==> src/rtl/footsies_pkg.sv <==
// Shared player-state encodings and default frame-data lengths for the fighter
// FSM and the sprite renderer.
package footsies_pkg;

   typedef logic [3:0] state_t;

   localparam state_t ST_IDLE         = 4'd0;
   localparam state_t ST_BACKWARD     = 4'd1;
   localparam state_t ST_FORWARD      = 4'd2;
   localparam state_t ST_ATK_START    = 4'd3;
   localparam state_t ST_ATK_ACTIVE   = 4'd4;
   localparam state_t ST_ATK_RECOVERY = 4'd5;
   localparam state_t ST_DIR_START    = 4'd6;
   localparam state_t ST_DIR_ACTIVE   = 4'd7;
   localparam state_t ST_DIR_RECOVERY = 4'd8;
   localparam state_t ST_HITSTUN      = 4'd9;
   localparam state_t ST_BLOCKSTUN    = 4'd10;

   localparam int ATK_START_DEF    = 5;
   localparam int ATK_ACTIVE_DEF   = 2;
   localparam int ATK_RECOVERY_DEF = 16;
   localparam int DIR_START_DEF    = 4;
   localparam int DIR_ACTIVE_DEF   = 3;
   localparam int DIR_RECOVERY_DEF = 15;
   localparam int HITSTUN_DEF      = 15;
   localparam int BLOCKSTUN_DEF    = 15;

   function automatic logic is_neutral(input state_t s);
      return (s <= ST_FORWARD);
   endfunction

endpackage

==> src/rtl/frame_timer.sv <==
// Saturating 5-bit frames-in-state counter; load clears it, tick advances it.
// Single-cycle registered update; done compares the count against length-1.
module frame_timer (
   input  logic       clk,
   input  logic       rst_n,
   input  logic       i_load,
   input  logic       i_tick,
   input  logic [4:0] i_len,
   output logic [4:0] o_cnt,
   output logic       o_done
);

   logic [4:0] r_cnt;

   always_ff @(posedge clk or negedge rst_n) begin
      if (!rst_n) begin
         r_cnt <= 5'd0;
      end else if (i_load) begin
         r_cnt <= 5'd0;
      end else if (i_tick && (r_cnt != 5'd31)) begin
         r_cnt <= r_cnt + 5'd1;
      end
   end

   assign o_cnt  = r_cnt;
   assign o_done = (r_cnt == (i_len - 5'd1));

endmodule

==> src/rtl/player_fsm.sv <==
// Per-player movement/attack/stun state machine, advanced once per video frame.
// Button edges and hits are latched between frames and consumed by the next frame_tick.
module player_fsm
   import footsies_pkg::*;
#(
   parameter int IS_MIRRORED  = 0,
   parameter int ATK_START    = ATK_START_DEF,
   parameter int ATK_ACTIVE   = ATK_ACTIVE_DEF,
   parameter int ATK_RECOVERY = ATK_RECOVERY_DEF,
   parameter int DIR_START    = DIR_START_DEF,
   parameter int DIR_ACTIVE   = DIR_ACTIVE_DEF,
   parameter int DIR_RECOVERY = DIR_RECOVERY_DEF,
   parameter int HITSTUN      = HITSTUN_DEF,
   parameter int BLOCKSTUN    = BLOCKSTUN_DEF
) (
   input  logic       clk,
   input  logic       rst_n,
   input  logic       frame_tick,
   input  logic       btn_left,
   input  logic       btn_right,
   input  logic       btn_attack,
   input  logic       hit_in,
   output logic [3:0] state,
   output logic       atk_active,
   output logic [4:0] frame_cnt,
   output logic       state_changed
);

   logic       r_atk_prev;
   logic       r_atk_pend;
   logic       r_hit_pend;
   logic       r_state_changed;
   state_t     r_state;

   logic       w_atk;
   logic       w_hit;
   logic       w_fwd;
   logic       w_bwd;
   logic       w_invalid;
   logic       w_adv;
   logic       w_reenter;
   logic       w_load;
   logic       w_done;
   logic [4:0] w_len;
   logic [4:0] w_cnt;
   state_t     w_next;

   // Events arriving on the tick cycle itself are folded in and consumed by that tick.
   assign w_atk     = r_atk_pend | (btn_attack & ~r_atk_prev);
   assign w_hit     = r_hit_pend | hit_in;
   assign w_fwd     = (IS_MIRRORED != 0) ? btn_left  : btn_right;
   assign w_bwd     = (IS_MIRRORED != 0) ? btn_right : btn_left;
   assign w_invalid = (r_state > ST_BLOCKSTUN);
   assign w_adv     = frame_tick | w_invalid;

   always_comb begin
      w_len = 5'd1;
      case (r_state)
         ST_ATK_START:    w_len = 5'(ATK_START);
         ST_ATK_ACTIVE:   w_len = 5'(ATK_ACTIVE);
         ST_ATK_RECOVERY: w_len = 5'(ATK_RECOVERY);
         ST_DIR_START:    w_len = 5'(DIR_START);
         ST_DIR_ACTIVE:   w_len = 5'(DIR_ACTIVE);
         ST_DIR_RECOVERY: w_len = 5'(DIR_RECOVERY);
         ST_HITSTUN:      w_len = 5'(HITSTUN);
         ST_BLOCKSTUN:    w_len = 5'(BLOCKSTUN);
         default:         w_len = 5'd1;
      endcase
   end

   always_comb begin
      w_next    = r_state;
      w_reenter = 1'b0;
      if (w_invalid) begin
         w_next = ST_IDLE;
      end else if (is_neutral(r_state)) begin
         if (w_hit)                          w_next = (r_state == ST_BACKWARD) ? ST_BLOCKSTUN : ST_HITSTUN;
         else if (w_atk && (btn_left ^ btn_right)) w_next = ST_DIR_START;
         else if (w_atk)                     w_next = ST_ATK_START;
         else if (w_fwd && !w_bwd)           w_next = ST_FORWARD;
         else if (w_bwd && !w_fwd)           w_next = ST_BACKWARD;
         else                                w_next = ST_IDLE;
      end else if ((r_state == ST_HITSTUN) || (r_state == ST_BLOCKSTUN)) begin
         if (w_hit)       w_reenter = 1'b1;
         else if (w_done) w_next    = ST_IDLE;
      end else if (w_hit) begin
         w_next = ST_HITSTUN;
      end else if (w_done) begin
         case (r_state)
            ST_ATK_START:  w_next = ST_ATK_ACTIVE;
            ST_ATK_ACTIVE: w_next = ST_ATK_RECOVERY;
            ST_DIR_START:  w_next = ST_DIR_ACTIVE;
            ST_DIR_ACTIVE: w_next = ST_DIR_RECOVERY;
            default:       w_next = ST_IDLE;
         endcase
      end
   end

   // Staying in the same neutral state keeps counting; any real entry restarts at 0.
   assign w_load = w_adv & ((w_next != r_state) | w_reenter);

   always_ff @(posedge clk or negedge rst_n) begin
      if (!rst_n) begin
         r_state         <= ST_IDLE;
         r_state_changed <= 1'b0;
         r_atk_prev      <= 1'b0;
         r_atk_pend      <= 1'b0;
         r_hit_pend      <= 1'b0;
      end else begin
         if (w_adv) r_state <= w_next;
         r_state_changed <= w_load;
         r_atk_prev      <= btn_attack;
         r_atk_pend      <= frame_tick ? 1'b0 : w_atk;
         r_hit_pend      <= frame_tick ? 1'b0 : w_hit;
      end
   end

   frame_timer u_timer (
      .clk    (clk),
      .rst_n  (rst_n),
      .i_load (w_load),
      .i_tick (frame_tick),
      .i_len  (w_len),
      .o_cnt  (w_cnt),
      .o_done (w_done)
   );

   assign state         = r_state;
   assign frame_cnt     = w_cnt;
   assign state_changed = r_state_changed;
   assign atk_active    = (r_state == ST_ATK_ACTIVE) || (r_state == ST_DIR_ACTIVE);

endmodule
==> config.mk <==
export PLATFORM = sky130hd
export DESIGN_NAME = player_fsm
export DESIGN_NICKNAME = d
export VERILOG_FILES = /design/src/rtl/footsies_pkg.sv /design/src/rtl/frame_timer.sv /design/src/rtl/player_fsm.sv
export SDC_FILE = /design/constraint.sdc
export NUM_CORES = 1
export LEC_CHECK = 0
export CAP_MARGIN = 20
export CORE_MARGIN = 3
export CORE_UTILIZATION = 60
export CTS_BUF_LIST = sky130_fd_sc_hd__clkbuf_4
export CTS_CLUSTER_SIZE = 28
export DETAILED_ROUTE_END_ITERATION = 10
export GPL_TIMING_DRIVEN = 0
export PLACE_DENSITY = 0.86
export REMOVE_ABC_BUFFERS = 1
export SKIP_LAST_GASP = 1
export SYNTH_ARGS = -nofsm -noshare
export SYNTH_HDL_FRONTEND = slang
export SYNTH_SLANG_ARGS = --single-unit
==> constraint.sdc <==
create_clock -name clk -period 7.17 [get_ports clk]
set_input_delay 1.434 -clock clk [delete_from_list [all_inputs] [get_ports clk]]
set_output_delay 1.434 -clock clk [all_outputs]
set_load 0.01 [all_outputs]
Yosys cells after proc, flatten, opt, wreduce, memory -nomap -nowiden
Memory sizes are Yosys's and may differ from the RTL's. Index checks and enable logic that the tools add are counted. W data, S select, Z words.

Register bits: 13. Memory bits (read-only): 80. Input bits: 7. Output and inout bits: 11. Memories: 1.

Add/sub/neg operators: 2. $lt $le $gt $ge: 2. Equal/unequal tests: 10. Muxes and demuxes: 22. Bitwise operators: 8. Reduce and logical (&&, ||, !) cells: 9.

Memory list: (no name shown) (words 16, bits a word 5, rd ports 1, clocked after Yosys merged registers in 0, write ports 0, line player_fsm.sv:58) `case (r_state)`.

Operators with widths (count): $mux W4 (8); $pmux W4 S4 (1); $eq A4 B3 Y1 const B (3); $mux W5 (2); $eq A4 B4 Y1 const B (2); $mux W1 (7); $mux W2 (3); $add A5 B1 Y5 const B (1); $eq A5 B5 Y1 (1); $ne A5 B5 Y1 const B (1); $sub A5 B1 Y5 const B (1); $eq A4 B1 Y1 const B (1); $eq A4 B2 Y1 const B (1); $gt A4 B4 Y1 const B (1); $le A4 B2 Y1 const B (1); $logic_and A1 B1 Y1 (4); $ne A4 B4 Y1 (1); $or A1 B1 Y1 (4); $mux W3 (1); $and A1 B1 Y1 (2); $logic_not A1 Y1 (2); $logic_or A1 B1 Y1 (2); $reduce_bool A2 Y1 (1); $not A1 Y1 (1); $xor A1 B1 Y1 (1).

Longest topological paths before layout
Gate-level depths: netlist of run 1.

Depth after elaboration: 13. Gate-level depth with buffers: 13. Depth with buffers taken out: 11.

Modules after synthesis
A second synthesis of run 1 with hierarchy kept.

Cells, all modules: 131. Area total of the unflattened synthesis: 1111.1 um2.

Modules (own cells, without submodules): player_fsm (instances 1, cells each 91, area an instance 732.0 um2); frame_timer (instances 1, cells each 40, area an instance 379.1 um2).

Worst setup path after synthesis of run 1
Ideal clock, no wire load.

Path kind: in2reg. Start: input port btn_right. End: register u_timer.r_cnt[1] (netlist: u_timer.o_cnt[1]). Setup time: 0.082 ns. Arrival time: 3.158 ns. Setup slack: 3.929 ns. Cell stages on the path: 9. Path through: inv_1 -> ha_1 -> or3b_2 -> a31oi_1 -> xnor2_1 -> o211ai_1 -> nor4_4 -> nand3_2 -> o22ai_1.

Word-level cells in the longest chain between the ends: 13.

RTL lines: from (decl) (line player_fsm.sv:20) `input logic btn_right,`; $logic_not A1 Y1 (line player_fsm.sv:81) `else if (w_bwd && !w_fwd) w_next = ST_BACKWARD;`; $logic_and A1 B1 Y1 (line player_fsm.sv:81); $mux W1 (line player_fsm.sv:81); $mux W2 (line player_fsm.sv:80) `else if (w_fwd && !w_bwd) w_next = ST_FORWARD;`; $mux W2 (line player_fsm.sv:79) `else if (w_atk) w_next = ST_ATK_START;`; $mux W3 (*) (line player_fsm.sv:78) `else if (w_atk && (btn_left ^ btn_right)) w_next = ST_DIR_START;`; $mux W4 (*) (line player_fsm.sv:77) `if (w_hit) w_next = (r_state == ST_BACKWARD) ? ST_BLOCKSTUN : ST_HITSTUN;`; $mux W4 (*) (line player_fsm.sv:76) `end else if (is_neutral(r_state)) begin`; $mux W4 (*) (line player_fsm.sv:74) `if (w_invalid) begin`; $ne A4 B4 Y1 (*) (line player_fsm.sv:100) `assign w_load = w_adv & ((w_next != r_state) | w_reenter);`; $or A1 B1 Y1 (*) (line player_fsm.sv:100); $and A1 B1 Y1 (*) (line player_fsm.sv:100); $mux W5 / $reduce_bool A2 Y1 (equally long branches); to (signal assigned) (line frame_timer.sv:21) `r_cnt <= r_cnt + 5'd1;`; to (decl) (line frame_timer.sv:13) `logic [4:0] r_cnt;`.

Every way passes the cells marked *; elsewhere a longest branch is shown, timed or not. A chain may end at the register's enable or synchronous reset.

Worst setup path in the final report of run 1
Start: input port hit_in. End: register u_timer.r_cnt[4] (netlist: u_timer.o_cnt[4]).

Word-level cells in the longest chain between the ends: 9.

RTL lines: from (decl) (line player_fsm.sv:22) `input logic hit_in,`; $or A1 B1 Y1 (*) (line player_fsm.sv:50) `assign w_hit = r_hit_pend | hit_in;`; $mux W4 (on tied branches) (line player_fsm.sv:86, player_fsm.sv:84); $mux W4 (line player_fsm.sv:83) `end else if ((r_state == ST_HITSTUN) || (r_state == ST_BLOCKSTUN)) begin`; $mux W4 (line player_fsm.sv:76); $mux W4 (line player_fsm.sv:74); $ne A4 B4 Y1 (line player_fsm.sv:100); $or A1 B1 Y1 (*) (line player_fsm.sv:100); $and A1 B1 Y1 (*) (line player_fsm.sv:100); $mux W5 / $reduce_bool A2 Y1 (equally long branches).

Marked as above.

==> results.ini, run 1 <==
[run_status]
status=complete, no violations

[synthesis]
synth_top_family_by_area=compound AO/OA/AOI/OAI gates
synth_seq_area_share=0.248
synth_cell_types=49
synth_edf_count=0
synthFlopType=dfrtp_1
ys_seq_elements=13
yosys.area_share.simple=0.251
synth-adder-area-share=0.0952
synth-xor-area-share=0.0333
synthMuxAreaShare=0.0305
yosysWarnings=0
syn_inst=157
synth_compound_area_frac=0.272
async_reset_ff_frac=1.00
syn_avg_cell_area_um2=8.37
syn-cell-area_um2=1310

[critical_path]
path_max_fanout=10
arrival_ns=4.02
path_class=in2reg
critPathCaptureType=register
start_kind=input port
r2r_slack_ns=3.99
worst-endpoint-required_ns=7.37

[flow_run]
cap_viol_max_count=0

[detailed_routing]
drt_pass1_iterations=4
wl_um=3300
wl_per_cell_um=16.8
drt_iter0_drc=63
drt.antenna.violating_nets=0
vias_per_cell=6.61
vias=1296
drc=0

[cells_and_area]
final_cells=196
syn2layout_area_growth_pct=13.8
fin_util=0.739
fin_nets=187
drive_gt1_frac=0.0828
diodes=0

[timing]
finalCriticalPeriod_ns=3.82
final.setup_skew_ns=0.00777
post-route-period-util=0.532
setup_tns_ns=0
worst_slew_pin_slew_ns=0.712
relSlewSlack=0.521
setup_viol=0
max_freq_mhz=262
final_hold_viol_count=0
rsz0062_at_grt=false
slew_violations=0

[global_route]
grt_pass1_vias=1189
grt_antenna_before_repair=0
grt_pass1_wl_um=5220
gr-total-overflow=0
grt_max_degree=19
grt_util_all_layers=0.254

[clocking]
clockBufferDepth=2
clock-root-buffer=clkbuf_4
tritoncts=done
postCtsHoldBufs=0
h-tree-depth=1
numCtsBuffers=3
clk-insertion-delay-late_ns=0.28
clk_pin_slew_worst_paths_ns=0.08
cts_resized=0
cts_sinks=13
post_cts_buffers=0

[place]
placed_cells=192
gp_congestion=0.954
dpl.hpwl_um=2420
portBuffers=17

[floorplan]
rows=16
fp.coreArea_um2=2020
die_x_um=52.8
fp.dieArea_um2=2790
ios=18
dieHeight_um=52.8
start_util=0.650

[power]
power.density_nw_per_um2=327
p_leak_nw=0.621
ir_drop_mv=0.295

[hold_path]
hold_path_class=reg2reg

## Yosys cell counts, types with 2 or more instances
library cell  instances  area share
clkbuf_1              3      0.0086
a31oi_1               3       0.014
a21o_1                3       0.017
inv_1                11       0.031
dfrtp_1              13        0.25
a21boi_0              2       0.011
o22a_1                2       0.013
o211ai_1              4       0.023
nor2_1               17       0.049
and3_1                2      0.0095
o22ai_1               5       0.024
nor2b_1               2      0.0095
ha_1                 10       0.095
or2_1                 2      0.0095
o21ai_0               3       0.011
nor4_1                2      0.0095
nand3_1               5       0.019
xnor2_1               4       0.027
a21oi_1               6       0.023
nor3_1                7       0.027
a211oi_1              2       0.011
o221ai_1              2       0.013
o21a_1                2       0.011
buf_2                 4       0.015
nand2b_1              8       0.038
mux2i_1               4       0.030
o21ai_1               4       0.015
nand2_1               4       0.011
## worst max-delay path: stages
cell and delay, ns:
clkdlybuf4s50_1 0.45, nor2_1 0.54, a21oi_1 0.09, o21ai_1 0.28, mux2i_1 0.23, o211ai_1 0.16, nor4_4 0.47, nand3_2 0.15
o22ai_1 0.20
## logic make-up after synthesis
kind of cell	Yosys count
xor+xnor	5
fa+ha+maj	10
flops	13
buf+inv	20
simple gates	57
mux	4
compound gates	48
## metal layers
metal	up-vias	share of wire	global-route usage
li1	603	-	-
met1	614	0.42	0.321
met2	71	0.50	0.424
met3	8	0.072	0.0399
met4	0	0.011	0.106
met5	-	0	0
## flip-flops by register name, summed over array words and instances (netlist names)
register       cells
state              4
r_atk_pend         1
r_atk_prev         1
r_hit_pend         1
state_changed      1
u_timer.o_cnt      5
## layout make-up
| type | count | area (um^2) |
|---|---|---|
| multi-input cells | 124 | 897 |
| repair buffers | 17 | 170 |
| well taps | 27 | 33.8 |
| fillers | 171 | 527 |
| clock buffers | 3 | 22.5 |
| clock inverters | 1 | 5.00 |
| inverters | 11 | 41.3 |
| flip-flops and latches | 13 | 325 |
## where the power goes
part | leakage (nW) | switching [W] | internal [W]
sequential | 0.168 | 0.0000409 | 0.0000880
combinational | 0.436 | 0.000172 | 0.000142
clock | 0.0177 | 0.0000241 | 0.0000207
total | 0.621 | 0.000237 | 0.000251
## stage by stage
step                area, um^2  power, W  setup WS (ns)  hold WS (ns)
finish                    1500  0.000488           3.35         0.578
CTS                       1500  0.000484           3.41         0.585
floorplan                 1260  0.000348           3.93         0.520
detailed placement        1470  0.000436           3.14         0.569
global placement          1470  0.000426           3.17         0.558
global route              1500  0.000520           3.20         0.627
## placed cells by master (no fill, tap or decap), types with 5 or more instances in the layout
cell type         n
a21oi_1           6
clkdlybuf4s50_1  17
dfrtp_1          13
ha_1             10
inv_1            11
nand2b_1          8
nand3_1           5
nor2_1           17
nor3_1            7
o22ai_1           5
## final timing paths
path	startpoint	cells past startpoint	to
worst max-delay path	hit_in	9	u_timer.o_cnt[4]
max in group asynchronous	rst_n	1	r_hit_pend
worst max register to register	state[1]	11	state[2]
worst min-delay path	r_atk_pend	2	r_atk_pend
worst min register to register	r_atk_pend	2	r_atk_pend
min in group asynchronous	rst_n	1	u_timer.o_cnt[1]
Power figures use the tool's default switching activity.
==> inputs of run 2 (changes only) <==
--- a/config.mk
+++ b/config.mk
@@ -7,12 +7,12 @@
 export LEC_CHECK = 0
 export CAP_MARGIN = 20
 export CORE_MARGIN = 3
-export CORE_UTILIZATION = 60
+export CORE_UTILIZATION = 51
 export CTS_BUF_LIST = sky130_fd_sc_hd__clkbuf_4
 export CTS_CLUSTER_SIZE = 28
 export DETAILED_ROUTE_END_ITERATION = 10
 export GPL_TIMING_DRIVEN = 0
-export PLACE_DENSITY = 0.86
+export PLACE_DENSITY = 0.78
 export REMOVE_ABC_BUFFERS = 1
 export SKIP_LAST_GASP = 1
 export SYNTH_ARGS = -nofsm -noshare
==> constraint.sdc (replaced) <==
create_clock -name clk -period 3.2 [get_ports clk]
set_input_delay 0.64 -clock clk [delete_from_list [all_inputs] [get_ports clk]]
set_output_delay 0.64 -clock clk [all_outputs]
set_load 0.01 [all_outputs]
==> results.ini, run 2 (synthesized netlist as in run 1, its figures left out) <==
[timing]
final.setup_skew_ns=0.00722  ; -0.000544 ns
slew_violations=0  ; unchanged
post-route-period-util=0.938
worst_slew_pin_slew_ns=0.672  ; -0.0403 ns
rsz0062_at_grt=false
finalCriticalPeriod_ns=3.00
setup_viol=0  ; unchanged
max_freq_mhz=333
setup_tns_ns=0  ; unchanged
relSlewSlack=0.550  ; +0.0295
final_hold_viol_count=0  ; unchanged

[detailed_routing]
drt_iter0_drc=45  ; -29%
drt_pass1_iterations=4  ; unchanged
vias_per_cell=6.24  ; -5.6%
vias=1254  ; -3.2%
drc=0  ; unchanged
drt.antenna.violating_nets=0  ; unchanged
wl_um=3210  ; -2.8%
wl_per_cell_um=16.0  ; -5.2%

[cells_and_area]
fin_util=0.662  ; -0.0778
drive_gt1_frac=0.127  ; +0.0443
nFillCells=197  ; +15%
fin_nets=191  ; +2.1%
largest_reg_flops=5  ; unchanged
layout_common_cells=nor2_1 (17), clkdlybuf4s50_1 (17), inv_1 (11)
syn2layout_area_growth_pct=16.8
diodes=0  ; unchanged

[power]
ir_drop_mv=0.476  ; +61%
power.density_nw_per_um2=745  ; +130%
finalPower_w=0.00114  ; +130%
p_leak_nw=0.637  ; +2.5%

[critical_path]
path_max_fanout=10  ; unchanged
r2r_end=state[2]
r2r_slack_ns=0.28  ; -3.71 ns
r2r_start=state[0]
worst-endpoint-required_ns=3.40  ; -3.97 ns
start_kind=input port
reg2reg_depth=11  ; unchanged
cp-startpoint=hit_in
critPathCaptureType=register
arrival_ns=3.20  ; -0.82 ns
path_class=in2reg

[place]
gp_congestion=0.906  ; -5.0%
dpl.hpwl_um=2380  ; -1.7%
portBuffers=17  ; unchanged

[global_route]
grt_antenna_before_repair=0  ; unchanged
gr-total-overflow=0  ; unchanged
grt_pass1_vias=1141  ; -4.0%
grt_max_degree=19  ; unchanged
grt_util_all_layers=0.198  ; -0.0560
grt_pass1_wl_um=5240  ; +0.40%

[floorplan]
start_util=0.567  ; -0.0831
fp.dieArea_um2=3220  ; +16%
ios=18  ; unchanged
rows=17  ; +1
die_x_um=56.8  ; +7.5%
dieHeight_um=56.8  ; +7.5%
fp.coreArea_um2=2320  ; +15%

[hold_path]
hold_depth=3  ; +1
min_from=r_atk_prev
hold_path_class=reg2reg
hold_path_end=r_atk_pend

[clocking]
numCtsBuffers=3  ; unchanged
h-tree-depth=1  ; unchanged
cts_sinks=13  ; unchanged
clk-insertion-delay-late_ns=0.27  ; about the same
tritoncts=done
clock-root-buffer=clkbuf_4
clk_pin_slew_worst_paths_ns=0.08  ; about the same
clockBufferDepth=2  ; unchanged
postCtsHoldBufs=0  ; unchanged

[run_status]
status=complete, no violations

[flow_run]
cap_viol_max_count=0  ; unchanged

==> run 2: where the power goes <==
group / switching [W] / internal, W
Sequential: 0.0000694 / 0.000202
Combinational: 0.000416 / 0.000347
Clock: 0.0000517 / 0.0000567
Total: 0.000537 / 0.000606
==> run 2: worst max path at each step <==
stage | to | slack [ns] | cells past startpoint
2_1_floorplan | state[2] | 0.35 | 11
6_report | u_timer.o_cnt[4] | 0.20 | 9
4_1_cts | state[2] | 0.03 | 11
3_5_place_dp | u_timer.o_cnt[1] | -0.06 | 9
3_3_place_gp | u_timer.o_cnt[1] | -0.009 | 9
5_1_grt | u_timer.o_cnt[1] | 0.01 | 9
==> run 2: routing by layer <==
layer	up-vias	share of wire	global-route usage
li1	606	-	-
met2	45	0.49	0.325
met5	-	0	0
met1	599	0.45	0.274
met4	0	0.011	0.0596
met3	4	0.050	0.0161
==> run 2: area by class of cell <==
cell class / count / area (um^2) / area share
multi-input cells: 124 / 897 / 0.585
flip-flops and latches: 13 / 330 / 0.215
repair buffers: 21 / 200 / 0.131
inverters: 11 / 41.3 / 0.0269
well taps: 28 / 35.0 / 0.0228
clock buffers: 4 / 30.0 / 0.0196
==> run 2: worst max-delay path: stages <==
cell and delay, ns:
clkdlybuf4s50_1 0.43, nor2_1 0.54, a21oi_1 0.09, o21ai_1 0.28
mux2i_1 0.26, o211ai_1 0.19, nor4_4 0.46, nand3_2 0.14
o22ai_1 0.17
==> run 2: stage by stage <==
step	hold slack (ns)	cell area, um^2	setup WS [ns]	instances
final	0.570	1530	0.199	201
after global routing	0.618	1530	0.0141	201
after CTS	0.579	1500	0.0347	197
after detailed placement	0.562	1470	-0.0553	193
after global placement	0.555	1470	-0.00945	193
after floorplan	0.344	1260	0.347	148
==> run 2: what timing repair did <==
item,4_1_cts,5_1_grt
endpoints found under the setup margin,0,9
gates resized for setup,0,4
setup buffers,0,4
==> inputs of run 3 (changes only) <==
--- a/config.mk
+++ b/config.mk
@@ -7,12 +7,12 @@
 export LEC_CHECK = 0
 export CAP_MARGIN = 20
 export CORE_MARGIN = 3
-export CORE_UTILIZATION = 51
+export CORE_UTILIZATION = 60
 export CTS_BUF_LIST = sky130_fd_sc_hd__clkbuf_4
 export CTS_CLUSTER_SIZE = 28
 export DETAILED_ROUTE_END_ITERATION = 10
 export GPL_TIMING_DRIVEN = 0
-export PLACE_DENSITY = 0.78
+export PLACE_DENSITY = 0.86
 export REMOVE_ABC_BUFFERS = 1
 export SKIP_LAST_GASP = 1
 export SYNTH_ARGS = -nofsm -noshare
==> constraint.sdc (replaced) <==
create_clock -name clk -period 3.5 [get_ports clk]
set_input_delay 0.7 -clock clk [delete_from_list [all_inputs] [get_ports clk]]
set_output_delay 0.7 -clock clk [all_outputs]
set_load 0.01 [all_outputs]
==> results of run 3 <==
Same layout as run 1 (identical final DEF). Status: complete, no violations.
Main changes from that run: setup slack after placement 3.14 ns -> 0.202 ns; setup slack after layout 3.35 ns -> 0.316 ns; start point of the critical path hit_in -> state[1]; end point of the critical path u_timer.o_cnt[4] -> state[2]; register-to-register setup slack 3.99 ns -> 0.32 ns; total power 0.000488 W -> 0.00100 W; worst IR drop on VDD 0.295 mV -> 0.604 mV
